$ cat src/rtl/semi_auto_ctrl.sv
// ============================================================================
// semi_auto_ctrl : corridor-following sequencer with junction wait/turn logic
// Revision 1.0   : initial release
// ============================================================================
`default_nettype none

module semi_auto_ctrl #(
   parameter int TURN_CYCLES    = 90_000_000,
   parameter int LEAVE_CYCLES   = 30_000_000,
   parameter int CONFIRM_CYCLES = 1_000
) (
   input  logic       sys_clk,
   input  logic       rst,
   input  logic       enable,
   input  logic       front_detector,
   input  logic       back_detector,
   input  logic       left_detector,
   input  logic       right_detector,
   input  logic       cmd_forward,
   input  logic       cmd_left,
   input  logic       cmd_right,
   input  logic       cmd_back,
   output logic [3:0] moving_state,
   output logic       waiting,
   output logic [2:0] ctrl_state
);

   localparam int TW = $clog2(2 * TURN_CYCLES + 1);
   localparam int LW = $clog2(LEAVE_CYCLES + 1);
   localparam int CW = $clog2(CONFIRM_CYCLES + 1);

   localparam logic [TW-1:0] TURN_ONE  = TW'(TURN_CYCLES);
   localparam logic [TW-1:0] TURN_TWO  = TW'(2 * TURN_CYCLES);
   localparam logic [LW-1:0] LEAVE_N   = LW'(LEAVE_CYCLES);
   localparam logic [CW-1:0] CONFIRM_N = CW'(CONFIRM_CYCLES);

   localparam logic [3:0] MOVE_STOP  = 4'b0000;
   localparam logic [3:0] MOVE_FWD   = 4'b0001;
   localparam logic [3:0] MOVE_LEFT  = 4'b0100;
   localparam logic [3:0] MOVE_RIGHT = 4'b1000;

   typedef enum logic [2:0] {
      S_IDLE   = 3'd0,
      S_WAIT   = 3'd1,
      S_TURN   = 3'd2,
      S_LEAVE  = 3'd3,
      S_CRUISE = 3'd4
   } state_t;

   typedef enum logic [2:0] {
      C_CORRIDOR = 3'd0,
      C_DEAD     = 3'd1,
      C_LEFT     = 3'd2,
      C_RIGHT    = 3'd3,
      C_JUNCTION = 3'd4
   } case_t;

   state_t          state;
   case_t           det_case;
   case_t           last_case;
   logic [TW-1:0]   turn_cnt;
   logic [LW-1:0]   leave_cnt;
   logic [CW-1:0]   conf_cnt;
   logic [CW-1:0]   conf_next;
   logic            confirmed;
   logic            unused_back;

   assign unused_back = back_detector;
   assign ctrl_state  = state;

   always_comb begin
      det_case = C_JUNCTION;
      case ({front_detector, left_detector, right_detector})
         3'b011:  det_case = C_CORRIDOR;
         3'b111:  det_case = C_DEAD;
         3'b101:  det_case = C_LEFT;
         3'b110:  det_case = C_RIGHT;
         default: det_case = C_JUNCTION;
      endcase
   end

   // Run length including the current cycle; a new case starts over at one.
   always_comb begin
      if (det_case != last_case)
         conf_next = CW'(1);
      else if (conf_cnt == {CW{1'b1}})
         conf_next = conf_cnt;
      else
         conf_next = conf_cnt + 1'b1;
      confirmed = (conf_next >= CONFIRM_N);
   end

   always_ff @(posedge sys_clk) begin
      if (rst || !enable) begin
         state        <= S_IDLE;
         moving_state <= MOVE_STOP;
         waiting      <= 1'b0;
         turn_cnt     <= '0;
         leave_cnt    <= '0;
         conf_cnt     <= '0;
         last_case    <= C_CORRIDOR;
      end else begin
         case (state)
            S_IDLE: begin
               state        <= S_WAIT;
               moving_state <= MOVE_STOP;
               waiting      <= 1'b1;
            end
            S_WAIT: begin
               if (cmd_forward) begin
                  state        <= S_LEAVE;
                  leave_cnt    <= LEAVE_N;
                  moving_state <= MOVE_FWD;
                  waiting      <= 1'b0;
               end else if (cmd_left) begin
                  state        <= S_TURN;
                  turn_cnt     <= TURN_ONE;
                  moving_state <= MOVE_LEFT;
                  waiting      <= 1'b0;
               end else if (cmd_right) begin
                  state        <= S_TURN;
                  turn_cnt     <= TURN_ONE;
                  moving_state <= MOVE_RIGHT;
                  waiting      <= 1'b0;
               end else if (cmd_back) begin
                  state        <= S_TURN;
                  turn_cnt     <= TURN_TWO;
                  moving_state <= MOVE_RIGHT;
                  waiting      <= 1'b0;
               end
            end
            S_TURN: begin
               if (turn_cnt <= TW'(1)) begin
                  state        <= S_LEAVE;
                  turn_cnt     <= '0;
                  leave_cnt    <= LEAVE_N;
                  moving_state <= MOVE_FWD;
               end else begin
                  turn_cnt <= turn_cnt - 1'b1;
               end
            end
            S_LEAVE: begin
               if (leave_cnt <= LW'(1)) begin
                  state     <= S_CRUISE;
                  leave_cnt <= '0;
                  conf_cnt  <= '0;
                  last_case <= C_CORRIDOR;
               end else begin
                  leave_cnt <= leave_cnt - 1'b1;
               end
            end
            S_CRUISE: begin
               if (det_case == C_CORRIDOR) begin
                  conf_cnt  <= '0;
                  last_case <= C_CORRIDOR;
               end else if (confirmed) begin
                  conf_cnt  <= '0;
                  last_case <= C_CORRIDOR;
                  case (det_case)
                     C_DEAD: begin
                        state        <= S_TURN;
                        turn_cnt     <= TURN_TWO;
                        moving_state <= MOVE_RIGHT;
                     end
                     C_LEFT: begin
                        state        <= S_TURN;
                        turn_cnt     <= TURN_ONE;
                        moving_state <= MOVE_LEFT;
                     end
                     C_RIGHT: begin
                        state        <= S_TURN;
                        turn_cnt     <= TURN_ONE;
                        moving_state <= MOVE_RIGHT;
                     end
                     default: begin
                        state        <= S_WAIT;
                        moving_state <= MOVE_STOP;
                        waiting      <= 1'b1;
                     end
                  endcase
               end else begin
                  conf_cnt  <= conf_next;
                  last_case <= det_case;
               end
            end
            default: begin
               state        <= S_IDLE;
               moving_state <= MOVE_STOP;
               waiting      <= 1'b0;
            end
         endcase
      end
   end

endmodule

`default_nettype wire

$ cat config.mk
export PLATFORM = sky130hd
export DESIGN_NAME = semi_auto_ctrl
export DESIGN_NICKNAME = d
export VERILOG_FILES = /design/src/rtl/semi_auto_ctrl.sv
export SDC_FILE = /design/constraint.sdc
export NUM_CORES = 1
export LEC_CHECK = 0
export ABC_CLOCK_PERIOD_IN_PS = 6700
export CAP_MARGIN = 20
export CORE_MARGIN = 4
export CORE_UTILIZATION = 45
export CTS_CLUSTER_DIAMETER = 150
export DETAILED_ROUTE_END_ITERATION = 7
export PLACE_DENSITY = 0.69
export SYNTH_ARGS = -nofsm -noshare
export SYNTH_HDL_FRONTEND = slang
export SYNTH_SLANG_ARGS = --single-unit
$ cat constraint.sdc
create_clock -name sys_clk -period 6.7 [get_ports sys_clk]
set_input_delay 1.005 -clock sys_clk [delete_from_list [all_inputs] [get_ports sys_clk]]
set_output_delay 1.005 -clock sys_clk [all_outputs]
set_load 0.005 [all_outputs]
======== After elaboration in Yosys (flattened, before gate mapping) ========
Cells that the tools add are included.
storage, ports and cells
  bits in registers ....................... 74
  input port bits ......................... 11
  output and inout port bits .............. 8
  logic and storage cells ................. 106
cells by class
  $add $sub $neg .......................... 3
  magnitude comparators ................... 3
  equality and inequality tests ........... 23
  muxes and demuxes ....................... 51
  bitwise operators ....................... 2
  reduce and logical (&&, ||, !) cells .... 17
operators by type and width
  operator               count
  $mux 28                7
  $pmux 28 s3            1
  $mux 25                3
  $pmux 25 s3            1
  $pmux 28 s2            1
  $mux 10                5
  $mux 3                 11
  $le 28x1->1 const B    1
  $mux 4                 7
  $sub 28x1->28 const B  1
  $le 25x1->1 const B    1
  $sub 25x1->25 const B  1
  $pmux 10 s2            1
  $pmux 4 s4             1
  $eq 3x2->1 const B     5
  $pmux 3 s5             1
  $reduce_and 5->1       3
  $ne 2x2->1 const B     7
  $eq 3x3->1 const B     4
  $pmux 3 s4             1
  $add 10x1->10 const B  1
  $eq 10x10->1 const B   1
  $ge 10x10->1 const B   1
  $pmux 4 s2             1
  other kinds (20)       32

======== Depth between registers and ports, before layout ========
Gate-level depths: netlist of run 1.
  depth after elaboration ................. 8
  gate-level depth with buffers ........... 11
  gate-level depth less buffers ........... 9

======== Least setup slack after synthesis of run 1 ========
No wires, ideal clock.
  path type ............................... in2reg
  start point ............................. input front_detector
  end point ............................... register moving_state[2]
  setup time .............................. 0.070 ns
  arrival ................................. 3.138 ns
  required time ........................... 6.630 ns
  setup slack ............................. 3.492 ns
  stages .................................. 10
  buffers on the path ..................... 3
  path through ............................ clkbuf_1 maj3_1 o31ai_1 o31a_1 and4_1 buf_2 a21oi_1 clkbuf_1 or4_1 a21oi_1
between the ends
  word-level cells in the longest chain between the ends .. 8
  elaborated cells on any way between the ends .. 20
  those cells by class .................... order compare: 1; eq/ne: 10; mux: 6; reduce/logical: 3
ends and longest elaborated chain
  item                                                  RTL line  source
  start, declared                                       15        input logic front_detector,
  $eq 3x3->1 or $eq 3x2->1 (tied branches)              73        case ({front_detector, left_detector, right_detector})
  $pmux 3 s4 *                                          73
  branches (longest 6 deep; another with $ge 10x10->1)  --
  end signal, assigned                                  106       moving_state <= MOVE_STOP;
  end signal, assigned                                  163       moving_state <= MOVE_RIGHT;
  end signal, assigned                                  168       moving_state <= MOVE_LEFT;
  end, declared                                         23        output logic [3:0] moving_state,
Mark *: on every way between the ends. The select of a mux whose other input is x is not followed.
A chain may end at the register's enable or synchronous reset.

======== Worst setup path after layout of run 1 ========
  start point ............................. input front_detector
  end point ............................... register moving_state[3]
Same word-level chain as after synthesis.

==> impl_metrics.json, run 1 <==
{
  "post_cts_buffers": 0,
  "synth-edff-count": 0,
  "finClkSkew_ns": 0.01814,
  "die_y_microns": 107.4,
  "seq_area_frac_synth_pct": 32.86,
  "synth_area_sq_um": 4447,
  "whs_path_depth": 2,
  "wirelength_mm": 11.55,
  "rsz0062_at_grt": "no",
  "core-area_sq_um": 9684,
  "yosysUniqueCellTypes": 67,
  "synth_warnings": 0,
  "clockBufferDepth": 2,
  "via_count": 4475,
  "hold_end": "moving_state[2]",
  "cap_violations": 0,
  "drv_slew": 0,
  "ys.flop_type": "dfxtp_1",
  "cts_resized": 0,
  "min_path_type": "reg2reg",
  "cts.hold.buffers_added": 0,
  "first_iter_violations": 279,
  "fp.dieW_microns": 107.4,
  "h-tree-depth": 3,
  "slowest_delay_ns": 0.58,
  "crit_fanout": 11,
  "fin_crit_ns": 3.637,
  "crit_chain": "clkdlybuf4s50_1 -> maj3_1 -> o31ai_1 -> o31a_1 -> and4_1 -> a21oi_1 -> or4_1 -> a21oi_1",
  "cp_top_family": "simple AND/OR/NAND/NOR gates",
  "placed_area_sq_um": 4643,
  "synthArstFlopShare_pct": 0,
  "antenna_left": 0,
  "syn_avg_cell_area_sq_um": 7.278,
  "fmax_mhz": 274.9,
  "fin_nets": 619,
  "report.power.total_mw": 1.057,
  "critPathKind": "in2reg",
  "routedWlPerCell_microns": 15.59,
  "place_congestion": 0.8630,
  "dp_hpwl_mm": 7.857,
  "synth_simple_gate_area_share_pct": 30.39,
  "min_from": "moving_state[2]",
  "start_util_pct": 45.92,
  "grt-busiest-layer": "met2",
  "antenna_found_initial": 0,
  "cpMostUsedCell": "a21oi_1",
  "cts_root_buffer": "clkbuf_8",
  "synthMuxAreaShare_pct": 0,
  "synth_top_family_by_area": "simple AND/OR/NAND/NOR gates",
  "met3_usage_pct": 4.319,
  "fin_crit_sh_pct": 54.29,
  "powerDensity_nw_per_um2": 217.3,
  "tightest_slew_ns": 1.070,
  "cts_made_buffers": 9,
  "grt_max_degree": 26,
  "portBuffers": 16,
  "setup_viol": 0,
  "worst-path-buf-inv": 1,
  "fin_area_sq_um": 4865,
  "drt_pre_antenna_iters": 7,
  "ir_worst_vdd_uv": 138.2,
  "clk_pin_slew_ns": 0.08,
  "cts_tree": "built",
  "synthTopCellsByArea": "dfxtp_1 33%, o21ai_0 7.8%, a21oi_1 6.3%",
  "utilization_pct": 50.23,
  "worst_path_max_delay_cell": "or4_1",
  "worst-endpoint-required_ns": 6.99,
  "power_leakage_nw": 1.769,
  "end_kind": "flip-flop",
  "die-area_sq_um": 11540,
  "fp-row-count": 36,
  "rrSetupSlack_ns": 3.27,
  "critPathLaunchType": "input port",
  "r2r-start": "turn_cnt[10]",
  "nFillCells": 958,
  "grt_use_total_pct": 20.64,
  "met2_usage_pct": 31.86,
  "viasPerCell": 6.039,
  "clk_latency_ns": 0.36,
  "syn-num-nets": 627,
  "final_hold_viol_count": 0,
  "synth_compound_area_share_pct": 26.84,
  "critPathArrivalTime_ns": 3.93,
  "status": "completed",
  "grt_util_met1_pct": 28.54,
  "slew_headroom_pct": 28.16,
  "diodes": 0,
  "ios": 19,
  "final.setup.tns_ns": 0,
  "synth_fa_ha_area_share_pct": 1.632,
  "layout-drive-gt1-share_pct": 5.757,
  "synthCells": 611,
  "synth-seq-cells": 73,
  "synth.top_cell.area_share_pct": 32.86,
  "gr-total-overflow": 0,
  "post-route-drc-count": 0,
  "synth_xor_area_share_pct": 2.560,
  "clkSinkCount": 73,
  "synth.largest_area_cell": "dfxtp_1",
  "rr_endpoint": "leave_cnt[20]",
  "worst-r2r-cell-count": 8,
  "areaGrowthSynthToFinish_pct": 9.398,
  "first_global_vias": 4198,
  "grt_first_pass_wirelength_mm": 19.84
}
where the power goes:
group | leakage (nW) | internal, mW | switching (mW) | total, mW
sequential | 0.590 | 0.444 | 0.0136 | 0.458
combinational | 1.07 | 0.0755 | 0.136 | 0.212
clock | 0.107 | 0.221 | 0.166 | 0.387
total | 1.77 | 0.741 | 0.316 | 1.06
placed cells by master (no fill, tap or decap), types with 4 or more instances in the layout:
cell,n
nor3_1,36
clkdlybuf4s50_1,16
or2_2,6
dfxtp_1,73
o31ai_1,9
a31oi_1,17
buf_4,7
a21oi_1,56
nand2b_1,8
nand3_1,23
and2_1,11
xor2_1,11
o21ai_0,68
nand4_1,10
or3_1,13
inv_1,18
clkbuf_8,10
nor4_1,9
nor2_1,69
ha_1,5
a211oi_1,4
nor3b_1,5
o31a_1,4
nand2_1,49
nor2b_1,5
tightest hold or removal path, delay by kind of cell (launching register included):
family | cells | cell delay [ns]
flops | 1 | 0.32
compound gates | 2 | 0.12
worst max path at each step:
stage,from,endpoint,cells past startpoint
finish,front_detector,moving_state[3],8
floorplan,front_detector,moving_state[2],10
CTS,front_detector,moving_state[3],8
global placement,front_detector,moving_state[3],8
detailed placement,front_detector,moving_state[3],8
global route,front_detector,moving_state[3],8
metrics by stage:
step / hold WS (ns) / setup slack [ns] / cells
floorplan: 0.4366 / 3.492 / 611
global placement: 0.4545 / 2.835 / 725
detailed placement: 0.4676 / 2.744 / 725
CTS: 0.4788 / 3.117 / 741
global route: 0.4902 / 2.881 / 741
finish: 0.4785 / 3.063 / 741
Yosys cell counts, types with 10 or more instances:
cell type,number
dfxtp_1,73
nor2_1,69
o21ai_0,69
a21oi_1,56
nand2_1,49
nor3_1,36
clkbuf_1,33
nand3_1,23
inv_1,18
a31oi_1,17
or3_1,13
and2_1,11
xor2_1,11
nand4_1,10
sequential cells by signal, indices dropped and copies added, names as in the netlist:
signal	cells
ctrl_state	3
turn_cnt	28
last_case	3
waiting	1
moving_state	3
conf_cnt	10
leave_cnt	25
metal layers:
| metal | part of all wire, % | up-vias |
|---|---|---|
| li1 | - | 2199 |
| met3 | 6.3 | 16 |
| met1 | 47 | 2111 |
| met4 | 1.3 | 0 |
| met2 | 46 | 149 |
| met5 | 0 | - |
cell type report:
cell class	instances	area (sq um)	share of cell area [%]
clock buffers	12	145.1	2.984
inverters	18	67.56	1.389
flip-flops and latches	73	1461	30.04
well taps	133	166.4	3.421
repair buffers	23	212.7	4.372
multi-input cells	478	2735	56.22
clock inverters	4	76.32	1.569
cell families (layout without fill, tap and decap cells):
kind of cell    Yosys count  count (layout)
compound gates          194             194
xor+xnor                 13              13
fa+ha+maj                 6               6
buf+inv                  60              57
flops                    73              73
other cells               1               1
simple gates            264             264
Power figures use the tool's default switching activity.
==> run 2, diff against run 1 <==
--- a/config.mk
+++ b/config.mk
@@ -5,13 +5,13 @@
 export SDC_FILE = /design/constraint.sdc
 export NUM_CORES = 1
 export LEC_CHECK = 0
-export ABC_CLOCK_PERIOD_IN_PS = 6700
+export ABC_CLOCK_PERIOD_IN_PS = 3130
 export CAP_MARGIN = 20
 export CORE_MARGIN = 4
 export CORE_UTILIZATION = 45
 export CTS_CLUSTER_DIAMETER = 150
 export DETAILED_ROUTE_END_ITERATION = 7
-export PLACE_DENSITY = 0.69
+export PLACE_DENSITY = 0.71
 export SYNTH_ARGS = -nofsm -noshare
 export SYNTH_HDL_FRONTEND = slang
 export SYNTH_SLANG_ARGS = --single-unit
==> constraint.sdc (replaced) <==
create_clock -name sys_clk -period 3.13 [get_ports sys_clk]
set_input_delay 0.4695 -clock sys_clk [delete_from_list [all_inputs] [get_ports sys_clk]]
set_output_delay 0.4695 -clock sys_clk [all_outputs]
set_load 0.005 [all_outputs]
==> impl_metrics.json, run 2 (synthesized netlist as in run 1, its figures left out) <==
{
  "first_global_vias": 4272,
  "viasPerCell": 6.045,
  "placed_area_sq_um": 4801,
  "core-area_sq_um": 9684,
  "layout-drive-gt1-share_pct": 9.221,
  "fmax_mhz": 356.1,
  "crit_fanout": 9,
  "whs_path_depth": 2,
  "finClkSkew_ns": 0.01104,
  "dp_hpwl_mm": 7.996,
  "rr_endpoint": "ctrl_state[1]",
  "routedWlPerCell_microns": 15.22,
  "gr-total-overflow": 0,
  "min_path_type": "reg2reg",
  "grt_max_degree": 26,
  "post_cts_buffers": 0,
  "layout_commonest_cell": "dfxtp_1",
  "fin_nets": 640,
  "ios": 19,
  "dp_slack_ns": 0.2554,
  "power_leakage_nw": 1.869,
  "slew_headroom_pct": 57.76,
  "cts_resized": 0,
  "setup_viol": 0,
  "critPathLaunchType": "flip-flop",
  "r2r-start": "conf_cnt[0]",
  "grt_first_pass_wirelength_mm": 19.59,
  "clkSinkCount": 73,
  "status": "completed",
  "die_y_microns": 107.4,
  "grt_use_total_pct": 20.62,
  "worst_path_max_delay_cell": "dfxtp_1",
  "wirelength_mm": 11.60,
  "hold_end": "moving_state[0]",
  "fp-row-count": 36,
  "cts_root_buffer": "clkbuf_8",
  "areaGrowthSynthToFinish_pct": 12.80,
  "setup_ws_ns": 0.3219,
  "post-route-drc-count": 0,
  "critPathArrivalTime_ns": 3.10,
  "end_kind": "flip-flop",
  "nFillCells": 947,
  "cp_top_family": "compound AO/OA/AOI/OAI gates",
  "cts_made_buffers": 9,
  "drt_pre_antenna_iters": 5,
  "portBuffers": 16,
  "cts.hold.buffers_added": 0,
  "critPathKind": "reg2reg",
  "clk_pin_slew_ns": 0.08,
  "layout_common_cells": "73 x dfxtp_1, 69 x nor2_1, 69 x o21ai_0",
  "final.setup.tns_ns": 0,
  "ir_worst_vdd_uv": 242.3,
  "powerDensity_nw_per_um2": 452.0,
  "clk_latency_ns": 0.36,
  "report.power.total_mw": 2.267,
  "worst-r2r-cell-count": 9,
  "dp.cells": 746,
  "top_regs": "turn_cnt: 28 flops, leave_cnt: 25 flops, conf_cnt: 10 flops",
  "fin_crit_sh_pct": 89.71,
  "worst-path-buf-inv": 1,
  "largest_register_ffs": 28,
  "h-tree-depth": 3,
  "clockBufferDepth": 2,
  "cts_tree": "built",
  "first_iter_violations": 397,
  "regMostFlops": "turn_cnt",
  "final_cells": 762,
  "via_count": 4606,
  "place_congestion": 0.9011,
  "fin_area_sq_um": 5016,
  "worst-endpoint-required_ns": 3.43,
  "slowest_delay_ns": 0.50,
  "whs_ns": 0.4752,
  "cpMostUsedCell": "a21oi_1",
  "tightest_slew_ns": 0.6327,
  "rrSetupSlack_ns": 0.32,
  "antenna_found_initial": 0,
  "diodes": 0,
  "drv_slew": 0,
  "die-area_sq_um": 11540,
  "fp.dieW_microns": 107.4,
  "rsz0062_at_grt": "no",
  "fin_crit_ns": 2.808,
  "antenna_left": 0,
  "cap_violations": 0,
  "min_from": "moving_state[0]",
  "start_util_pct": 45.92,
  "final_hold_viol_count": 0,
  "utilization_pct": 51.80,
  "crit_chain": "ha_1 -> and3_1 -> nor4_1 -> o32a_1 -> and4_1 -> a21oi_1 -> buf_4 -> o21ai_0 -> a21oi_1"
}
-- run 2: cell types whose count changed in the layout (fill, tap and decap cells not counted) --
cell	change
clkinv_2	+1
o21ai_1	-1
bufinv_16	-1
o21ai_0	+1
clkinvlp_4	+1
clkbuf_8	+2
buf_4	+21
clkinv_4	-1
clkbuf_1	-2
-- run 2: final cells by class --
type / count / area, sq um / share of cell area, %
multi-input combinational: 478 / 2735 / 54.53
sequential: 73 / 1461 / 29.13
timing repair buffer: 44 / 370.4 / 7.383
tap: 133 / 166.4 / 3.318
clock buffer: 12 / 165.2 / 3.293
inverter: 18 / 67.56 / 1.347
clock inverter: 4 / 50.05 / 0.9978
-- run 2: power breakdown --
part / leakage [nW] / internal, mW / switching (mW)
sequential: 0.590 / 0.951 / 0.0284
clock: 0.105 / 0.432 / 0.366
combinational: 1.17 / 0.190 / 0.299
total: 1.87 / 1.57 / 0.694
-- run 2: worst max-delay path by stage --
stage	startpoint	to	cells past startpoint
2_1_floorplan	front_detector	moving_state[2]	10
3_3_place_gp	front_detector	moving_state[2]	8
3_5_place_dp	right_detector	turn_cnt[27]	10
4_1_cts	conf_cnt[0]	turn_cnt[22]	9
5_1_grt	conf_cnt[0]	turn_cnt[22]	9
6_report	conf_cnt[0]	ctrl_state[1]	9
-- run 2: layer usage --
metal / vias to the layer above / part of all wire, % / wire length (microns) / global-route usage (%)
li1: 2250 / - / - / -
met1: 2169 / 46 / 5306 / 27.56
met2: 160 / 46 / 5282 / 33.07
met3: 27 / 6.1 / 709 / 3.059
met4: 0 / 2.6 / 296 / 8.927
met5: - / 0 / 0 / 0
-- run 2: worst reg2reg max path: cells and delay by family (launching register included) --
family,cells,cell delay [ns]
compound gates,4,1.01
fa+ha+maj,1,0.41
buf+inv,1,0.22
flops,1,0.50
simple gates,3,0.59
==> run 3, diff against run 2 <==
--- a/config.mk
+++ b/config.mk
@@ -8,10 +8,10 @@
 export ABC_CLOCK_PERIOD_IN_PS = 3130
 export CAP_MARGIN = 20
 export CORE_MARGIN = 4
-export CORE_UTILIZATION = 45
+export CORE_UTILIZATION = 40
 export CTS_CLUSTER_DIAMETER = 150
 export DETAILED_ROUTE_END_ITERATION = 7
-export PLACE_DENSITY = 0.71
+export PLACE_DENSITY = 0.66
 export SYNTH_ARGS = -nofsm -noshare
 export SYNTH_HDL_FRONTEND = slang
 export SYNTH_SLANG_ARGS = --single-unit
==> impl_metrics.json, run 3 (synthesized netlist as in run 1, its figures left out) <==
{
  "end_kind": "flip-flop",
  "die_y_microns": 113.4,
  "areaGrowthSynthToFinish_pct": 13.70,
  "place_congestion": 0.8969,
  "critPathKind": "reg2reg",
  "fp-row-count": 38,
  "h-tree-depth": 3,
  "grt_first_pass_wirelength_mm": 19.99,
  "status": "completed",
  "slew_headroom_pct": 56.96,
  "placed_area_sq_um": 4830,
  "final.setup.tns_ns": 0,
  "fin_area_sq_um": 5056,
  "critPathLaunchType": "flip-flop",
  "setup_viol": 0,
  "regMostFlops": "turn_cnt",
  "final_hold_viol_count": 0,
  "first_iter_violations": 505,
  "min_path_type": "reg2reg",
  "rsz0062_at_grt": "no",
  "cts_root_buffer": "clkbuf_8",
  "first_global_vias": 4248,
  "worst-endpoint-required_ns": 3.42,
  "clk_pin_slew_ns": 0.08,
  "wirelength_mm": 11.90,
  "cts_made_buffers": 9,
  "core-area_sq_um": 10840,
  "multiInputGateArea_sq_um": 2739,
  "fin_crit_sh_pct": 92.26,
  "tightest_slew_ns": 0.6397,
  "fin_nets": 641,
  "via_count": 4543,
  "layout_commonest_cell": "dfxtp_1",
  "finClkSkew_ns": 0.01009,
  "grt_use_total_pct": 18.70,
  "cts_tree": "built",
  "clockBufferDepth": 2,
  "routedWlPerCell_microns": 15.46,
  "regArea_sq_um": 1461,
  "layout_common_cells": "73 x dfxtp_1, 69 x nor2_1, 69 x o21ai_0",
  "nFillCells": 1112,
  "start_util_pct": 41.02,
  "post-route-drc-count": 0,
  "gr-total-overflow": 0,
  "largest_register_ffs": 28,
  "power_leakage_nw": 1.882,
  "antenna_found_initial": 0,
  "crit_fanout": 9,
  "viasPerCell": 5.900,
  "report.power.total_mw": 2.320,
  "top_regs": "turn_cnt: 28 flops, leave_cnt: 25 flops, conf_cnt: 10 flops",
  "dp_hpwl_mm": 8.357,
  "whs_path_depth": 2,
  "portBuffers": 16,
  "ios": 19,
  "cts.hold.buffers_added": 0,
  "powerDensity_nw_per_um2": 458.8,
  "drv_slew": 0,
  "fmax_mhz": 346.3,
  "fin_crit_ns": 2.888,
  "drt_pre_antenna_iters": 6,
  "antenna_left": 0,
  "cts_resized": 0,
  "clkSinkCount": 73,
  "cap_violations": 0,
  "grt_max_degree": 18,
  "critPathArrivalTime_ns": 3.18,
  "worst-r2r-cell-count": 9,
  "diodes": 0,
  "die-area_sq_um": 12870,
  "clk_latency_ns": 0.35,
  "fp.dieW_microns": 113.4,
  "post_cts_buffers": 0,
  "ir_worst_vdd_uv": 175.1,
  "layout-drive-gt1-share_pct": 9.048
}
==> run 3: changes by cell type in the layout (fill, tap and decap cells not counted), sizes merged <==
cell      previous run  this run
buf                 28        29
bufinv               1         2
clkbuf              12        14
clkinv               1         0
clkinvlp             2         0
==> run 3: path summary, 6_finish.rpt <==
check | from | end | slack, ns
max | conf_cnt[1] | ctrl_state[0] | 0.24
min | turn_cnt[27] | turn_cnt[27] | 0.48
max reg2reg | conf_cnt[1] | ctrl_state[0] | 0.24
min reg2reg | turn_cnt[27] | turn_cnt[27] | 0.48
==> run 3: power breakdown <==
group          internal [mW]  switching [mW]  leakage (nW)
Combinational          0.194           0.303          1.18
Clock                  0.494           0.349         0.111
Sequential             0.951          0.0284         0.590
==> run 3: final cells by class <==
class,instances,area share (%)
multi-input combinational,478,54.17
sequential,73,28.90
clock buffer,14,3.217
timing repair buffer,45,7.721
inverter,18,1.336
clock inverter,2,1.188
tap,140,3.464
==> run 3: worst max-delay path: stages, from the launching register on <==
cell      delay, ns
dfxtp_1        0.46
ha_1           0.39
and3_1         0.32
o2111a_1       0.23
o32a_1         0.15
and4_1         0.35
a21oi_1        0.22
buf_4          0.21
or3_1          0.37
a21oi_1        0.12
==> run 3: stage by stage <==
step                      utilization [%]  setup slack (ns)  hold slack (ns)  std cells
final                               46.64            0.2424           0.4783        770
after global routing                46.64           0.04616           0.5108        770
after CTS                           46.61            0.2076           0.4814        770
after detailed placement            44.55            0.1247           0.4685        754
after global placement              44.55            0.1522           0.4546        754
after floorplan                         -            0.4573           0.4366        611
==> run 3: routing by layer <==
metal | part of all wire [%] | up-vias | global-route usage [%]
met3 | 5.9 | 10 | 3.501
met2 | 45 | 130 | 28.83
met5 | 0 | - | 0
met4 | 1.2 | 0 | 7.612
li1 | - | 2250 | -
met1 | 48 | 2153 | 25.76
